$ cat src/rtl/fifo_pkg.sv
// Shared constants and helpers for the FIFO controller slice.
package fifo_pkg;

  localparam int unsigned DEFAULT_DEPTH = 8;
  localparam int unsigned DEFAULT_WIDTH = 8;

  // Arbitration priority encodings: which side wins when both are legal.
  localparam logic PRIO_PUSH = 1'b0;
  localparam logic PRIO_POP  = 1'b1;

  // Ceiling log2, usable in constant expressions (port widths, localparams).
  function automatic int unsigned clog2(input int unsigned value);
    int unsigned result;
    result = 0;
    while ((64'd1 << result) < 64'(value)) begin
      result++;
    end
    return result;
  endfunction

endpackage

$ cat src/rtl/fifo_row_dec.sv
// Pointer-to-row decoder: turns the granted pointer into a one-hot row select.
module fifo_row_dec
  import fifo_pkg::*;
#(
  parameter int unsigned DEPTH = DEFAULT_DEPTH
) (
  input  logic [clog2(DEPTH)-1:0] ptr,
  input  logic                    en,
  output logic [DEPTH-1:0]        onehot
);

  localparam int unsigned ADDR_W = clog2(DEPTH);

  // One bit per row; all zero when no access is granted.
  always_comb begin
    onehot = '0;
    for (int unsigned i = 0; i < DEPTH; i++) begin
      if (en && (ptr == ADDR_W'(i))) begin
        onehot[i] = 1'b1;
      end
    end
  end

endmodule

$ cat src/rtl/fifo_ctrl.sv
// Sequencing controller for a single-ported latch FIFO array: arbitrates
// push/pop, owns pointers and occupancy, and drives the array from registers.
module fifo_ctrl
  import fifo_pkg::*;
#(
  parameter int unsigned DEPTH = DEFAULT_DEPTH,
  parameter int unsigned WIDTH = DEFAULT_WIDTH
) (
  input  logic                    clk,
  input  logic                    rst_n,
  input  logic                    push_req,
  input  logic [WIDTH-1:0]        push_data,
  output logic                    push_gnt,
  input  logic                    pop_req,
  output logic                    pop_gnt,
  output logic [WIDTH-1:0]        pop_data,
  output logic                    pop_dval,
  output logic                    full,
  output logic                    empty,
  output logic [clog2(DEPTH):0]   count,
  output logic [DEPTH-1:0]        row_sel,
  output logic                    write_en,
  output logic [WIDTH-1:0]        arr_wdata,
  input  logic [WIDTH-1:0]        arr_rdata
);

  localparam int unsigned       ADDR_W   = clog2(DEPTH);
  localparam logic [ADDR_W-1:0] LAST_PTR = ADDR_W'(DEPTH - 1);
  localparam logic [ADDR_W:0]   FULL_CNT = (ADDR_W + 1)'(DEPTH);

  logic [ADDR_W-1:0] wr_ptr;
  logic [ADDR_W-1:0] rd_ptr;
  logic [ADDR_W-1:0] sel_ptr;
  logic [ADDR_W:0]   count_nxt;
  logic [DEPTH-1:0]  dec_onehot;
  logic              prio;
  logic              push_ok;
  logic              pop_ok;
  logic              both_ok;
  logic              rd_pend;

  // Arbitration: one grant per cycle, round-robin only when both sides legal.
  always_comb begin
    push_ok  = push_req && !full;
    pop_ok   = pop_req && !empty;
    both_ok  = push_ok && pop_ok;
    push_gnt = 1'b0;
    pop_gnt  = 1'b0;
    if (both_ok) begin
      push_gnt = (prio == PRIO_PUSH);
      pop_gnt  = (prio == PRIO_POP);
    end else begin
      push_gnt = push_ok;
      pop_gnt  = pop_ok;
    end
  end

  // Granted pointer selection and next occupancy.
  always_comb begin
    sel_ptr   = push_gnt ? wr_ptr : rd_ptr;
    count_nxt = count;
    if (push_gnt) begin
      count_nxt = count + 1'b1;
    end else if (pop_gnt) begin
      count_nxt = count - 1'b1;
    end
  end

  fifo_row_dec #(
    .DEPTH (DEPTH)
  ) u_row_dec (
    .ptr    (sel_ptr),
    .en     (push_gnt | pop_gnt),
    .onehot (dec_onehot)
  );

  // Pointers, occupancy, flags and round-robin priority.
  always_ff @(posedge clk) begin
    if (!rst_n) begin
      wr_ptr <= '0;
      rd_ptr <= '0;
      count  <= '0;
      empty  <= 1'b1;
      full   <= 1'b0;
      prio   <= PRIO_PUSH;
    end else begin
      if (push_gnt) begin
        wr_ptr <= (wr_ptr == LAST_PTR) ? '0 : wr_ptr + 1'b1;
      end
      if (pop_gnt) begin
        rd_ptr <= (rd_ptr == LAST_PTR) ? '0 : rd_ptr + 1'b1;
      end
      count <= count_nxt;
      empty <= (count_nxt == '0);
      full  <= (count_nxt == FULL_CNT);
      if (both_ok) begin
        prio <= push_gnt ? PRIO_POP : PRIO_PUSH;
      end
    end
  end

  // Registered array drive so latch enables only change on a clock edge.
  always_ff @(posedge clk) begin
    if (!rst_n) begin
      row_sel   <= '0;
      write_en  <= 1'b0;
      arr_wdata <= '0;
    end else begin
      row_sel  <= dec_onehot;
      write_en <= push_gnt;
      if (push_gnt) begin
        arr_wdata <= push_data;
      end
    end
  end

  // Read return: capture the bus in the access cycle, flag it the cycle after.
  always_ff @(posedge clk) begin
    if (!rst_n) begin
      rd_pend  <= 1'b0;
      pop_data <= '0;
      pop_dval <= 1'b0;
    end else begin
      rd_pend  <= pop_gnt;
      pop_dval <= rd_pend;
      if (rd_pend) begin
        pop_data <= arr_rdata;
      end
    end
  end

endmodule

$ cat config.mk
export PLATFORM = sky130hd
export DESIGN_NAME = fifo_ctrl
export DESIGN_NICKNAME = d
export VERILOG_FILES = /design/src/rtl/fifo_pkg.sv /design/src/rtl/fifo_row_dec.sv /design/src/rtl/fifo_ctrl.sv
export SDC_FILE = /design/constraint.sdc
export NUM_CORES = 1
export LEC_CHECK = 0
export ABC_AREA = 1
export BUFFER_PORTS_ARGS = -buffer_cell sky130_fd_sc_hd__buf_4
export CORE_ASPECT_RATIO = 1.1
export CORE_UTILIZATION = 35
export DETAILED_ROUTE_END_ITERATION = 10
export GPL_ROUTABILITY_DRIVEN = 0
export PLACE_DENSITY_LB_ADDON = 0.25
export SYNTH_ARGS = -nofsm -noshare
export SYNTH_HDL_FRONTEND = slang
export SYNTH_SLANG_ARGS = --single-unit
$ cat constraint.sdc
create_clock -name clk -period 1.2 [get_ports clk]
set_input_delay 0.24 -clock clk [delete_from_list [all_inputs] [get_ports clk]]
set_output_delay 0.24 -clock clk [all_outputs]
set_load 0.02 [all_outputs]
==> run metrics <==
status=finished, violations left; violated checks=negative setup slack; fin util=0.589; clock root buffer=clkbuf_8; Peak VDD IR=710 µV; Antenna Cells=0; Yosys warning count=0; hold_ws=0.170 ns; initial antenna violation count=0; Slew HR=0.739; Mean Syn Cell Area=7.79 µm²; first-pass GRT wire length=5970 µm; H-tree depth=2; vias=1,539; drt total wl=3850 µm; maximum capacitance violations=0; DRC=0; Mapped Area=1610 µm²; clk slew on worst S/H paths=0.08 ns; Starting Density=0.371; cell row count=25; final hold viol count=0; CTS Buf Count=5; Tot GR Track Use=0.163; Max FO, Critical Path=3; largest net degree at the start of global routing=24; power per cell area=1440 nW/µm²; CTS tree=yes; leakage power=1.23 nW; DIE AREA=4880 µm²; Yosys reg bits=40; Post-synth ARST share=0; Die Wd=66.7 µm; DR pass1 iterations=4; max-slew violation count=0; sequential share of the synthesized area=0.497; vias in the first global route=1,396; Port-buffer cells=53; RSZ-0062 raised after global routing=true; Hold Crit Class=input port to register; hpwl dp=2630 µm; startpoint types=register; Worst-Margin Slew=0.390 ns; Worst Path Arrival=1.13 ns; placeable core area=4350 µm²; Fillers=413; min cycle time layout=1.37 ns; Syn Inst Count=207; CP Data Required Time=0.96 ns; Die Y=73.2 µm; EDFF count, synth=0; clock latency on the worst-skew pair=0.29 ns; Worst Slack Setup Final=-0.171 ns; Yosys top cell area share=0.497; DR WL/cell=11.4 µm; # clock sinks=40; GRT overflow=0; # setup viols final=19; Syn Nets=233; Tcrit/Tclk final=1.14; critical setup path kind=register to output port; drt via density=4.54; ANT nets after route=0; synth top area cells=dfxtp_1, nor2_1, o21ai_0; Peak Freq=729 MHz; io pins=54; # nets final=311; Layout area overhead=58.8%; maximum clock insertion buffer count=2; Initial DRC Count=53; CP Capture Type=output port; Synth area leader=dfxtp_1; Netlist cell types=22; clk_skew=0.00265 ns; layout cells sized above 1=0.491; Top FF cell, synth=dfxtp_1
==> sequential cells by signal, summed over array words and instances, names as in the netlist <==
register / cells
full: 1
row_sel: 8
rd_pend: 1
count: 4
rd_ptr: 3
pop_data: 8
arr_wdata: 8
prio: 1
wr_ptr: 3
pop_dval: 1
write_en: 1
empty: 1
==> Yosys cell counts, types with 2 or more instances <==
cell type and number:
o21ai_2 2, nand3_1 11, a21oi_1 4, nand2_1 28, buf_2 2, o21ai_0 22
nor2_4 2, inv_1 22, dfxtp_1 40, clkbuf_1 3, ha_1 6, nor2_2 2
nor2_1 54
==> repair_timing <==
item	CTS	global route
gates resized for setup	13	49
pin swaps	7	17
buffers inserted	6	1
setup endpoints to repair	12	30
hold buffers	0	0
==> layout make-up <==
cell class,instances,area [µm²],share of cell area
clock buffers,5,68.8,0.0269
multi-input cells,138,886,0.346
clock inverters,2,11.3,0.00440
inverters,23,91.3,0.0357
flip-flops and latches,40,817,0.319
repair buffers,77,619,0.242
well taps,54,67.6,0.0264
==> cells by family after synthesis <==
| logic type | Yosys count | share of synthesized area |
|---|---|---|
| AOI/OAI and AO/OA | 30 | 0.102 |
| xor gates and xnor gates | 1 | 0.00543 |
| adders and majority gates | 6 | 0.0465 |
| buffers and inverters | 29 | 0.0737 |
| DFF | 40 | 0.497 |
| and+or+nand+nor | 101 | 0.276 |
==> per-layer routing <==
metal / global-route usage / routed length [µm]
met1: 0.191 / 1670
met2: 0.267 / 1830
met3: 0.0578 / 299
met4: 0.0638 / 50
met5: 0 / 0
==> path summary, 6_finish.rpt <==
kind                                    from      endpoint  slack [ns]  depth (start not counted)
worst max-delay path                    full       pop_gnt       -0.17                          4
worst min-delay path            arr_rdata[7]   pop_data[7]        0.17                          3
worst max register to register          full          full       -0.14                         10
worst min register to register  arr_wdata[7]  arr_wdata[7]        0.49                          2
==> through the flow <==
stage               setup WS [ns]  TNS (ns)  power [mW]  instance area [µm²]  std cells
finish                     -0.171     -1.37        3.70                 2560        339
global route               -0.226     -3.33        3.92                 2560        339
CTS                        -0.147    -0.621        3.55                 2390        339
detailed placement        -0.0869    -0.734        2.61                 2220        326
global placement          -0.0746    -0.507        2.60                 2220        326
floorplan                -0.00946   -0.0367        2.19                 1650        207
==> report_power, final <==
part | internal [mW] | leakage (nW) | switching, mW | total [mW]
sequential | 1.47 | 0.331 | 0.106 | 1.58
clock | 0.395 | 0.0443 | 0.455 | 0.850
combinational | 0.576 | 0.856 | 0.694 | 1.27
==> critical path, cell delays in order (launching register included) <==
cell     delay (ns)
dfxtp_4        0.36
nor2_4         0.18
buf_6          0.13
a21oi_4        0.05
buf_6          0.13
==> cell usage in the layout (no fill, tap or decap) <==
cell type / instances
ha_4: 1
nand2_4: 3
nand3_4: 3
dfxtp_4: 4
o21ai_4: 1
inv_4: 3
or2_1: 1
dfxtp_2: 1
ha_1: 5
nand3_2: 4
nand3b_4: 1
inv_1: 15
nor2_2: 5
a211oi_1: 1
a21oi_1: 2
nand3_1: 5
buf_6: 11
xor2_2: 1
clkinv_2: 1
nor2_4: 6
nor2_1: 47
a21oi_2: 1
nand2_1: 14
o21ai_2: 3
nand2_2: 12
o21ai_0: 20
clkbuf_8: 5
buf_4: 66
dfxtp_1: 35
inv_2: 6
a21oi_4: 2
Note: power is estimated with default switching activity, not from simulation.
